### src/rtl/pe_accum_ctrl_if.sv
// ---------------------------------------------------------------------------
// pe_accum_ctrl_if
// Bundles the control, configuration, beat-input and result-output signals
// of the PE accumulation controller.
//   master : scheduler / adder / output-buffer side (drives requests)
//   slave  : pe_accum_ctrl (drives readies, accumulator and result)
// Signals:
//   clr                  synchronous soft abort
//   cfg_valid/ready/len  job configuration handshake, len = beats per result
//   in_valid/ready       pe_sum beat handshake
//   pe_sum               adder result, already includes previous_sum
//   previous_sum         accumulator fed back to the adder
//   out_valid/ready      final result handshake, out_sum = result
//   busy, beat_cnt       status
// ---------------------------------------------------------------------------
interface pe_accum_ctrl_if #(
    parameter int SUM_W = 20,
    parameter int LEN_W = 8
);
    logic             clr;
    logic             cfg_valid;
    logic [LEN_W-1:0] cfg_len;
    logic             cfg_ready;
    logic             in_valid;
    logic [SUM_W-1:0] pe_sum;
    logic             in_ready;
    logic [SUM_W-1:0] previous_sum;
    logic             out_valid;
    logic [SUM_W-1:0] out_sum;
    logic             out_ready;
    logic             busy;
    logic [LEN_W-1:0] beat_cnt;

    modport master (
        output clr, cfg_valid, cfg_len, in_valid, pe_sum, out_ready,
        input  cfg_ready, in_ready, previous_sum, out_valid, out_sum, busy, beat_cnt
    );

    modport slave (
        input  clr, cfg_valid, cfg_len, in_valid, pe_sum, out_ready,
        output cfg_ready, in_ready, previous_sum, out_valid, out_sum, busy, beat_cnt
    );
endinterface

### src/rtl/pe_accum_ctrl.sv
// ---------------------------------------------------------------------------
// pe_accum_ctrl
// Sequencing controller for the PE adder tree accumulation loop. A job is
// configured with a beat count; each accepted pe_sum beat is loaded into the
// accumulator (the external adder does the addition using previous_sum).
// After the last beat the result is presented on a registered output port.
// Ports:
//   clk    single clock, rising edge
//   rst_n  asynchronous active-low reset
//   bus    pe_accum_ctrl_if.slave (config, beat input, result output, status)
// ---------------------------------------------------------------------------
module pe_accum_ctrl #(
    parameter int SUM_W = 20,
    parameter int LEN_W = 8
) (
    input  logic                 clk,
    input  logic                 rst_n,
    pe_accum_ctrl_if.slave       bus
);

    typedef enum logic [1:0] {
        ST_IDLE  = 2'd0,
        ST_ACCUM = 2'd1,
        ST_DRAIN = 2'd2
    } state_t;

    state_t           r_state;
    state_t           w_next_state;
    logic [SUM_W-1:0] r_acc;
    logic [SUM_W-1:0] r_out_sum;
    logic [LEN_W-1:0] r_len;
    logic [LEN_W-1:0] r_beat_cnt;

    logic             w_cfg_ready;
    logic             w_in_ready;
    logic             w_out_valid;
    logic             w_cfg_take;
    logic             w_beat_take;
    logic             w_last_beat;
    logic [LEN_W-1:0] w_cnt_inc;

    assign w_cnt_inc   = r_beat_cnt + 1'b1;
    assign w_cfg_take  = w_cfg_ready && bus.cfg_valid && (bus.cfg_len != '0);
    assign w_beat_take = w_in_ready && bus.in_valid;
    // len is never zero in ACCUM, so the incremented count cannot overflow.
    assign w_last_beat = w_beat_take && (w_cnt_inc == r_len);

    // NOTE: every signal driven in always_comb gets a default first, so no
    // path through the case statement can infer a latch.
    always_comb begin
        w_next_state = r_state;
        w_cfg_ready  = 1'b0;
        w_in_ready   = 1'b0;
        w_out_valid  = 1'b0;
        case (r_state)
            ST_IDLE: begin
                w_cfg_ready = 1'b1;
                if (bus.cfg_valid && (bus.cfg_len != '0)) w_next_state = ST_ACCUM;
            end
            ST_ACCUM: begin
                w_in_ready = 1'b1;
                if (w_last_beat) w_next_state = ST_DRAIN;
            end
            ST_DRAIN: begin
                w_out_valid = 1'b1;
                if (bus.out_ready) w_next_state = ST_IDLE;
            end
            default: w_next_state = ST_IDLE;
        endcase
        // Soft abort wins over any handshake presented in the same cycle.
        if (bus.clr) w_next_state = ST_IDLE;
    end

    // NOTE: sequential state uses non-blocking assignments only, so every
    // register samples the pre-edge values regardless of statement order.
    always_ff @(posedge clk or negedge rst_n) begin
        if (!rst_n) begin
            r_state <= ST_IDLE;
        end else begin
            r_state <= w_next_state;
        end
    end

    always_ff @(posedge clk or negedge rst_n) begin
        if (!rst_n) begin
            r_acc      <= '0;
            r_out_sum  <= '0;
            r_len      <= '0;
            r_beat_cnt <= '0;
        end else if (bus.clr) begin
            r_acc      <= '0;
            r_out_sum  <= '0;
            r_len      <= '0;
            r_beat_cnt <= '0;
        end else begin
            if (w_cfg_take) begin
                r_len      <= bus.cfg_len;
                r_beat_cnt <= '0;
                r_acc      <= '0;
            end
            if (w_beat_take) begin
                r_beat_cnt <= w_cnt_inc;
                if (w_last_beat) begin
                    r_out_sum <= bus.pe_sum;
                    r_acc     <= '0;
                end else begin
                    r_acc     <= bus.pe_sum;
                end
            end
            if (w_out_valid && bus.out_ready) begin
                r_beat_cnt <= '0;
            end
        end
    end

    // previous_sum depends on the accumulator register only, which keeps the
    // adder feedback path free of combinational loops.
    assign bus.previous_sum = r_acc;
    assign bus.cfg_ready    = w_cfg_ready;
    assign bus.in_ready     = w_in_ready;
    assign bus.out_valid    = w_out_valid;
    assign bus.out_sum      = r_out_sum;
    assign bus.busy         = (r_state == ST_ACCUM) || (r_state == ST_DRAIN);
    assign bus.beat_cnt     = r_beat_cnt;

endmodule

### src/flat_wrapper.sv
// flat-port wrapper written by rule: the top's interface ports become plain ports
module pe_accum_ctrl_flat 
#(
    parameter int SUM_W = 20,
    parameter int LEN_W = 8
)
  (clk, rst_n, bus_clr, bus_cfg_valid, bus_cfg_len, bus_in_valid, bus_pe_sum, bus_out_ready, bus_cfg_ready, bus_in_ready, bus_previous_sum, bus_out_valid, bus_out_sum, bus_busy, bus_beat_cnt);
  pe_accum_ctrl_if #(.SUM_W(SUM_W), .LEN_W(LEN_W)) bus_i ();
  input  logic clk;
  input  logic rst_n;
  input wire logic [$bits(bus_i.clr)-1:0] bus_clr;
  input wire logic [$bits(bus_i.cfg_valid)-1:0] bus_cfg_valid;
  input wire logic [$bits(bus_i.cfg_len)-1:0] bus_cfg_len;
  input wire logic [$bits(bus_i.in_valid)-1:0] bus_in_valid;
  input wire logic [$bits(bus_i.pe_sum)-1:0] bus_pe_sum;
  input wire logic [$bits(bus_i.out_ready)-1:0] bus_out_ready;
  output wire logic [$bits(bus_i.cfg_ready)-1:0] bus_cfg_ready;
  output wire logic [$bits(bus_i.in_ready)-1:0] bus_in_ready;
  output wire logic [$bits(bus_i.previous_sum)-1:0] bus_previous_sum;
  output wire logic [$bits(bus_i.out_valid)-1:0] bus_out_valid;
  output wire logic [$bits(bus_i.out_sum)-1:0] bus_out_sum;
  output wire logic [$bits(bus_i.busy)-1:0] bus_busy;
  output wire logic [$bits(bus_i.beat_cnt)-1:0] bus_beat_cnt;
  assign bus_i.clr = bus_clr;
  assign bus_i.cfg_valid = bus_cfg_valid;
  assign bus_i.cfg_len = bus_cfg_len;
  assign bus_i.in_valid = bus_in_valid;
  assign bus_i.pe_sum = bus_pe_sum;
  assign bus_i.out_ready = bus_out_ready;
  assign bus_cfg_ready = bus_i.cfg_ready;
  assign bus_in_ready = bus_i.in_ready;
  assign bus_previous_sum = bus_i.previous_sum;
  assign bus_out_valid = bus_i.out_valid;
  assign bus_out_sum = bus_i.out_sum;
  assign bus_busy = bus_i.busy;
  assign bus_beat_cnt = bus_i.beat_cnt;
  pe_accum_ctrl #(.SUM_W(SUM_W), .LEN_W(LEN_W)) u_core (.clk(clk), .rst_n(rst_n), .bus(bus_i));
endmodule
### config.mk
export PLATFORM = sky130hd
export DESIGN_NAME = pe_accum_ctrl_flat
export DESIGN_NICKNAME = d
export VERILOG_FILES = /design/src/rtl/pe_accum_ctrl_if.sv /design/src/rtl/pe_accum_ctrl.sv /design/src/flat_wrapper.sv
export SDC_FILE = /design/constraint.sdc
export NUM_CORES = 1
export LEC_CHECK = 0
export ABC_AREA = 1
export ABC_CLOCK_PERIOD_IN_PS = 1900
export CELL_PAD_IN_SITES_DETAIL_PLACEMENT = 0
export CELL_PAD_IN_SITES_GLOBAL_PLACEMENT = 1
export CORE_MARGIN = 10
export CORE_UTILIZATION = 34
export CTS_CLUSTER_DIAMETER = 120
export DETAILED_ROUTE_END_ITERATION = 16
export GPL_ROUTABILITY_DRIVEN = 0
export PLACE_DENSITY = 0.79
export REMOVE_ABC_BUFFERS = 1
export SYNTH_ARGS = -nofsm -noshare
export SYNTH_HDL_FRONTEND = slang
export SYNTH_SLANG_ARGS = --single-unit
### constraint.sdc
create_clock -name clk -period 1.9 [get_ports clk]
set_input_delay 0.285 -clock clk [delete_from_list [all_inputs] [get_ports clk]]
set_output_delay 0.285 -clock clk [all_outputs]
set_load 0.005 [all_outputs]
==> impl_metrics.py, run 1 <==
metrics = {
    "run_status": {
        "status": "completed",
    },
    "cts": {
        "tritoncts": "built",
        "cts-root-buf": "clkbuf_8",
        "cts.reportedPaths.clkPinSlew_ns": 0.07,
        "clkLatencyLatePin_ns": 0.35,
        "cts_sinks": 58,
        "clk_path_buf_depth": 2,
        "htree_levels": 3,
        "cts_buffers": 9,
    },
    "setup_path": {
        "cpPeakStageDelay_ns": 0.42,
        "cp_slowest_cell": "dfrtp_1",
        "crit_start": "u_core.bus.beat_cnt[1]",
        "cp.required_ns": 2.18,
        "crit_fanout": 5,
        "r2r_start": "u_core.bus.beat_cnt[1]",
        "worstPathArrival_ns": 2.14,
        "cp_cell_sequence": "ha_4 > xnor2_1 > nand2_1 > nor2_2 > nand3_2 > nor2_4 > nand3_4 > inv_6 > clkbuf_16 > nand3_2 > nand2_1",
        "endpoint_kind": "flop",
        "cp-start-kind": "flop",
        "worstSetupPathType": "reg2reg",
    },
    "pwr": {
        "swShare": 0.298,
        "intPower_uw": 2360,
        "comb_power_share": 0.247,
        "pwr-share-clk": 0.349,
        "power_density_mw_per_mm2": 748,
        "peakVddDrop_uv": 483,
        "power.leakage_uw": 0.00207,
        "p_sw_uw": 1000,
        "p_seq_frac": 0.404,
    },
    "timing": {
        "slew_headroom": 0.597,
        "hold_viol_final": 0,
        "whs_ns": 0.482,
        "max_freq_ghz": 0.538,
        "rsz0062_at_grt": "yes",
        "setup_viol": 0,
        "timing.final.ws_setup_ns": 0.0406,
        "slew_viol_final": 0,
        "fin_worst_skew_ns": 0.00914,
        "min_period_ns": 1.86,
        "timing.final.crit_share": 0.979,
        "max_slew.worst_pin.slew_ns": 0.605,
    },
    "global_routing": {
        "grt.total_usage": 0.141,
        "grt_overflow": 0,
        "grt_pass1_vias": 2882,
        "grt_first_pass_wirelength_um": 14600,
        "antenna_found_initial": 0,
        "grt_max_degree": 35,
    },
    "synthesis": {
        "synth_edf_count": 0,
        "yosysUniqueCellTypes": 27,
        "ys_seq_elements": 58,
        "yosysTopAreaCell": "dfrtp_1",
        "yosysMostFrequentCell": "nand2_1",
        "avgSynthCellArea_um2": 8.14,
        "synth_area_mm2": 0.00285,
        "synthArstFlopShare": 1.00,
        "synth_area_leaders": "dfrtp_1 (51%), nand2_1 (14%), nand3_1 (12%), inv_1 (3.8%), o21ai_1 (3.7%)",
        "synth.yosys.seq_area_share": 0.509,
        "ys_top_cells_by_count": "nand2_1 (108), nand3_1 (67), dfrtp_1 (58)",
        "yosysWarnings": 0,
        "synth_top_area_frac": 0.509,
        "synthCells": 350,
        "synth_flop_cell": "dfrtp_1",
    },
    "floorplanning": {
        "ios": 86,
        "rows": 33,
        "initial_utilization": 0.348,
        "die_y_um": 112,
        "die_area_mm2": 0.0124,
        "die_w_um": 112,
        "core_area_mm2": 0.00818,
    },
    "route": {
        "avgRoutedWirePerCell_um": 15.9,
        "wirelength_um": 9140,
        "drcViolationCount": 0,
        "drt_iter0_drc": 122,
        "vias_per_cell": 4.82,
        "antenna_left": 0,
        "first_pass_iters": 4,
        "vias": 2774,
    },
    "cells_and_area": {
        "diodes": 0,
        "drive_above_1_share": 0.217,
        "fillCellCount": 758,
        "syn_to_final_growth_pct": 57.6,
        "fin_nets": 505,
        "utilization": 0.549,
    },
    "job": {
        "cap_violations": 0,
    },
    "placement": {
        "hpwlAfterDp_um": 6460,
        "dp_slack_ns": -0.0644,
        "portBuffers": 85,
    },
    "hold_path": {
        "hp-class": "in2async",
    },
}
-- repair_timing --
action,CTS,global route
endpoints found under the setup margin,24,46
hold buffers,1,0
hold endpoints to repair,24,0
setup buffers,2,1
resized for setup,5,45
pin swaps,1,28
cloned,0,3
-- worst paths after layout --
path / end / cells past startpoint / slack (ns)
worst max-delay path: u_core.bus.out_sum[2] / 11 / 0.04
worst min-delay path: u_core.r_len[7] / 2 / 0.48
worst max register to register: u_core.bus.out_sum[2] / 11 / 0.04
worst min register to register: u_core.bus.out_sum[1] / 2 / 0.48
max in group asynchronous: u_core.bus.out_sum[16] / 3 / 0.83
min in group clk: u_core.bus.out_sum[1] / 2 / 0.48
-- flip-flops by register name (all words and copies together) (netlist names) --
| register | count |
|---|---|
| u_core.bus.out_sum | 20 |
| u_core.bus.previous_sum | 20 |
| u_core.bus.beat_cnt | 8 |
| u_core.r_len | 8 |
| u_core.r_state | 2 |
-- power groups by stage --
stage               Combinational (µW)  Sequential (µW)  Clock, µW
finish                             830             1360       1170
global route                       920             1370       1250
CTS                                809             1350       1190
detailed placement                 793             1380          0
global placement                   789             1370          0
floorplan                          301             1380          0
-- worst max-delay path, delay by kind of cell (launching register included) --
kind | cells | cell delay [ns]
simple gates | 7 | 0.70
flops | 1 | 0.42
fa+ha+maj | 1 | 0.26
buf+inv | 2 | 0.26
xor+xnor | 1 | 0.15
-- cells in the final DEF, fill, tap and decap left out, drive strengths merged, types with 2 or more instances in the layout --
master / n
clkinv: 2
o21ai: 32
clkbuf: 12
nand3: 69
dlymetal6s2s: 4
clkdlybuf4s50: 80
ha: 5
dfrtp: 58
clkinvlp: 3
o22ai: 2
buf: 34
nand2: 113
nand4: 2
nor2: 15
inv: 32
-- per-stage QoR --
stage	instances	area, µm²	TNS (ns)	total power [µW]
after floorplan	334	2750	-1.36	1680
after global placement	553	4000	-0.323	2160
after detailed placement	553	4000	-1.03	2170
after CTS	572	4240	0	3360
after global routing	576	4490	-1.65	3540
final	576	4490	0	3360
-- per-layer routing --
layer	GRT usage	up-vias	routed length, µm
li1	-	1368	-
met1	0.164	1332	3950
met2	0.240	60	4640
met3	0.0386	14	401
met4	0.0574	0	150
met5	0	-	0
-- cell type report --
type	instances	area, µm²	area share
clock buffer	10	138	0.0306
inverter	32	133	0.0295
clock inverter	6	66.3	0.0148
timing repair buffer	121	1240	0.276
multi-input combinational	244	1330	0.297
sequential	58	1450	0.323
tap	105	131	0.0293
-- kinds of logic (layout without fill, tap and decap cells) --
logic type      after synthesis  in the layout  synth area share
compound gates               37             37            0.0681
buf+inv                      48            169            0.0782
simple gates                200            200             0.316
flops                        58             58             0.509
xor+xnor                      2              2           0.00615
fa+ha+maj                     5              5            0.0220
Power figures use the tool's default switching activity.
==> run 2, diff against run 1 <==
Settings changed: CORE_UTILIZATION 34 to 35, DONT_BUFFER_PORTS from default to 1, PLACE_DENSITY 0.79 to 0.62.
==> run 2 against run 1 <==
  * Clock skew is 0.0037 ns higher
  * Register-to-register slack is essentially flat
  * Largest power group unchanged
  * Sequential power hardly changed
  * Largest cell class unchanged
  * Critical path type unchanged
  * Non-clock buffer count fell by 96
  * Flip-flop and latch count unchanged
  * Routed wire length is 5.0% lower
  * Clock power barely moved
  * Design area down 22%
  * Power fell by 7.1%
  * Sequential share of layout area rose by 9.3 points
  * Utilization is 10 points lower
  * Final cell count fell by 17%
==> impl_metrics.py, run 2 (synthesis gave the netlist of run 1 again) <==
metrics = {
    "run_status": {
        "status": "completed",
    },
    "setup_path": {
        "worstPathArrival_ns": 2.14,
        "cpPeakStageDelay_ns": 0.43,
        "r2r_start": "u_core.bus.beat_cnt[0]",
        "crit_fanout": 6,
        "endpoint_kind": "flop",
        "ff2ff_setup_slack_ns": 0.04,
        "r2r_end": "u_core.bus.out_sum[6]",
        "worst_path_most_repeated_cell": "nand3_2",
        "cp-start-kind": "flop",
        "cp_cell_sequence": "ha_4 > nand2_4 > nor2_4 > nand3_2 > nand3_2 > nand3_2 > nor2_4 > nand3_4 > inv_6 > clkbuf_16 > nand3_1 > nand2_1",
        "r2r_cells": 12,
        "cp_slowest_cell": "dfrtp_1",
        "worstSetupPathType": "reg2reg",
        "cp.required_ns": 2.17,
    },
    "route": {
        "drcViolationCount": 0,
        "avgRoutedWirePerCell_um": 18.2,
        "antenna_left": 0,
        "wl_met3_um": 846,
        "vias": 2365,
        "vias_per_cell": 4.96,
        "top_layer": "met4",
        "wl_met2_um": 3980,
        "drt_iter0_drc": 108,
        "wirelength_um": 8680,
        "wirelength_met1_um": 3710,
        "first_pass_iters": 4,
    },
    "cells_and_area": {
        "diodes": 0,
        "multi_input_area_mm2": 0.00131,
        "fillCellCount": 784,
        "drive_above_1_share": 0.208,
        "regArea_mm2": 0.00145,
        "fin_nets": 409,
        "syn_to_final_growth_pct": 22.4,
        "final_common_cell": "nand2_1",
        "final_cell_mix": "nand2_1 (102), nand3_1 (57), dfrtp_1 (56)",
    },
    "pwr": {
        "swShare": 0.298,
        "p_sw_uw": 931,
        "pwr-share-clk": 0.381,
        "intPower_uw": 2190,
        "comb_power_share": 0.179,
        "peakVddDrop_uv": 373,
        "p_seq_frac": 0.440,
        "power_density_mw_per_mm2": 895,
        "power.leakage_uw": 0.00168,
    },
    "global_routing": {
        "grt_overflow": 0,
        "grt_max_degree": 59,
        "grt_first_pass_wirelength_um": 13000,
        "grt.total_usage": 0.141,
        "grt_pass1_vias": 2316,
        "antenna_found_initial": 0,
    },
    "cts": {
        "tritoncts": "built",
        "clk_path_buf_depth": 2,
        "cts_sinks": 58,
        "htree_levels": 3,
        "cts-root-buf": "clkbuf_8",
        "clkLatencyLatePin_ns": 0.34,
        "cts_buffers": 9,
        "cts.reportedPaths.clkPinSlew_ns": 0.07,
    },
    "timing": {
        "timing.final.crit_share": 0.981,
        "max_slew.worst_pin.slew_ns": 0.386,
        "hold_viol_final": 0,
        "slew_viol_final": 0,
        "finalSetupTns_ns": 0,
        "min_period_ns": 1.86,
        "whs_ns": 0.0309,
        "rsz0062_at_grt": "yes",
        "max_freq_ghz": 0.537,
        "fin_worst_skew_ns": 0.0129,
        "setup_viol": 0,
        "slew_headroom": 0.742,
    },
    "floorplanning": {
        "die_area_mm2": 0.0121,
        "rows": 32,
        "core_area_mm2": 0.00781,
        "die_w_um": 110,
        "ios": 86,
        "die_y_um": 110,
        "initial_utilization": 0.365,
    },
    "job": {
        "cap_violations": 0,
    },
    "hold_path": {
        "hp-class": "in2reg",
        "min_to": "u_core.bus.previous_sum[8]",
        "holdPathStages": 1,
        "min_from": "bus_clr",
    },
    "placement": {
        "hpwlAfterDp_um": 6020,
        "portBuffers": 0,
    },
}
run 2: cell count changes in the layout (fill, tap and decap cells not counted), moves of 4 or more:
cell | previous run | this run
clkdlybuf4s50_1 | 80 | 0
nand3_2 | 21 | 10
nand3_1 | 47 | 57
buf_4 | 25 | 16
dlymetal6s2s_1 | 4 | 0
run 2: worst max-delay path, delay by kind of cell, from the launching register on:
kind / cells / cell delay [ns]
buffers and inverters: 2 / 0.25
adder cells (fa/ha/maj): 1 / 0.21
flip-flops: 1 / 0.43
AND/OR/NAND/NOR: 9 / 0.90
run 2: power groups by stage:
| stage | logic [µW] | clock network (µW) | registers, µW |
|---|---|---|---|
| 6_report | 557 | 1190 | 1370 |
| 5_1_grt | 627 | 1270 | 1380 |
| 4_1_cts | 519 | 1220 | 1370 |
| 3_5_place_dp | 483 | 0 | 1390 |
| 3_3_place_gp | 480 | 0 | 1390 |
| 2_1_floorplan | 301 | 0 | 1380 |
run 2: layout make-up:
cell class / instances / area share
multi-input combinational: 244 / 0.374
sequential: 58 / 0.417
timing repair buffer: 25 / 0.0750
clock buffer: 12 / 0.0445
inverter: 32 / 0.0387
clock inverter: 4 / 0.0143
tap: 102 / 0.0366
run 2: routing by layer:
metal  up-vias  global-route usage
met4         0              0.0578
li1       1176                   -
met5         -                   0
met3        14              0.0592
met1      1107               0.186
met2        68               0.198
run 2: worst max path at each step:
stage                           startpoint                         end  slack (ns)  cells past startpoint
floorplan           u_core.bus.beat_cnt[0]  u_core.bus.previous_sum[0]       -0.07                      9
global placement    u_core.bus.beat_cnt[1]       u_core.bus.out_sum[0]        0.02                     13
detailed placement  u_core.bus.beat_cnt[0]       u_core.bus.out_sum[6]       -0.01                     11
CTS                 u_core.bus.beat_cnt[0]       u_core.bus.out_sum[0]        0.02                     11
global route        u_core.bus.beat_cnt[0]       u_core.bus.out_sum[6]       -0.08                     12
finish              u_core.bus.beat_cnt[0]       u_core.bus.out_sum[6]        0.04                     12
run 2: timing repair:
action	4_1_cts	5_1_grt
hold endpoints to repair	58	0
setup buffers	0	4
resized for setup	3	38
pin swaps	1	24
cloned	0	2
setup endpoints to repair	20	48
hold buffers	2	0
run 2: through the flow:
step	std cells	instance area (µm²)	power [µW]	worst slack, ns	util
3_3_place_gp	453	3030	1870	0.0237	0.388
3_5_place_dp	453	3030	1880	-0.0105	0.388
4_1_cts	471	3280	3110	0.0209	0.420
2_1_floorplan	334	2750	1680	-0.0681	-
5_1_grt	477	3490	3280	-0.0820	0.447
6_report	477	3490	3120	0.0367	0.447
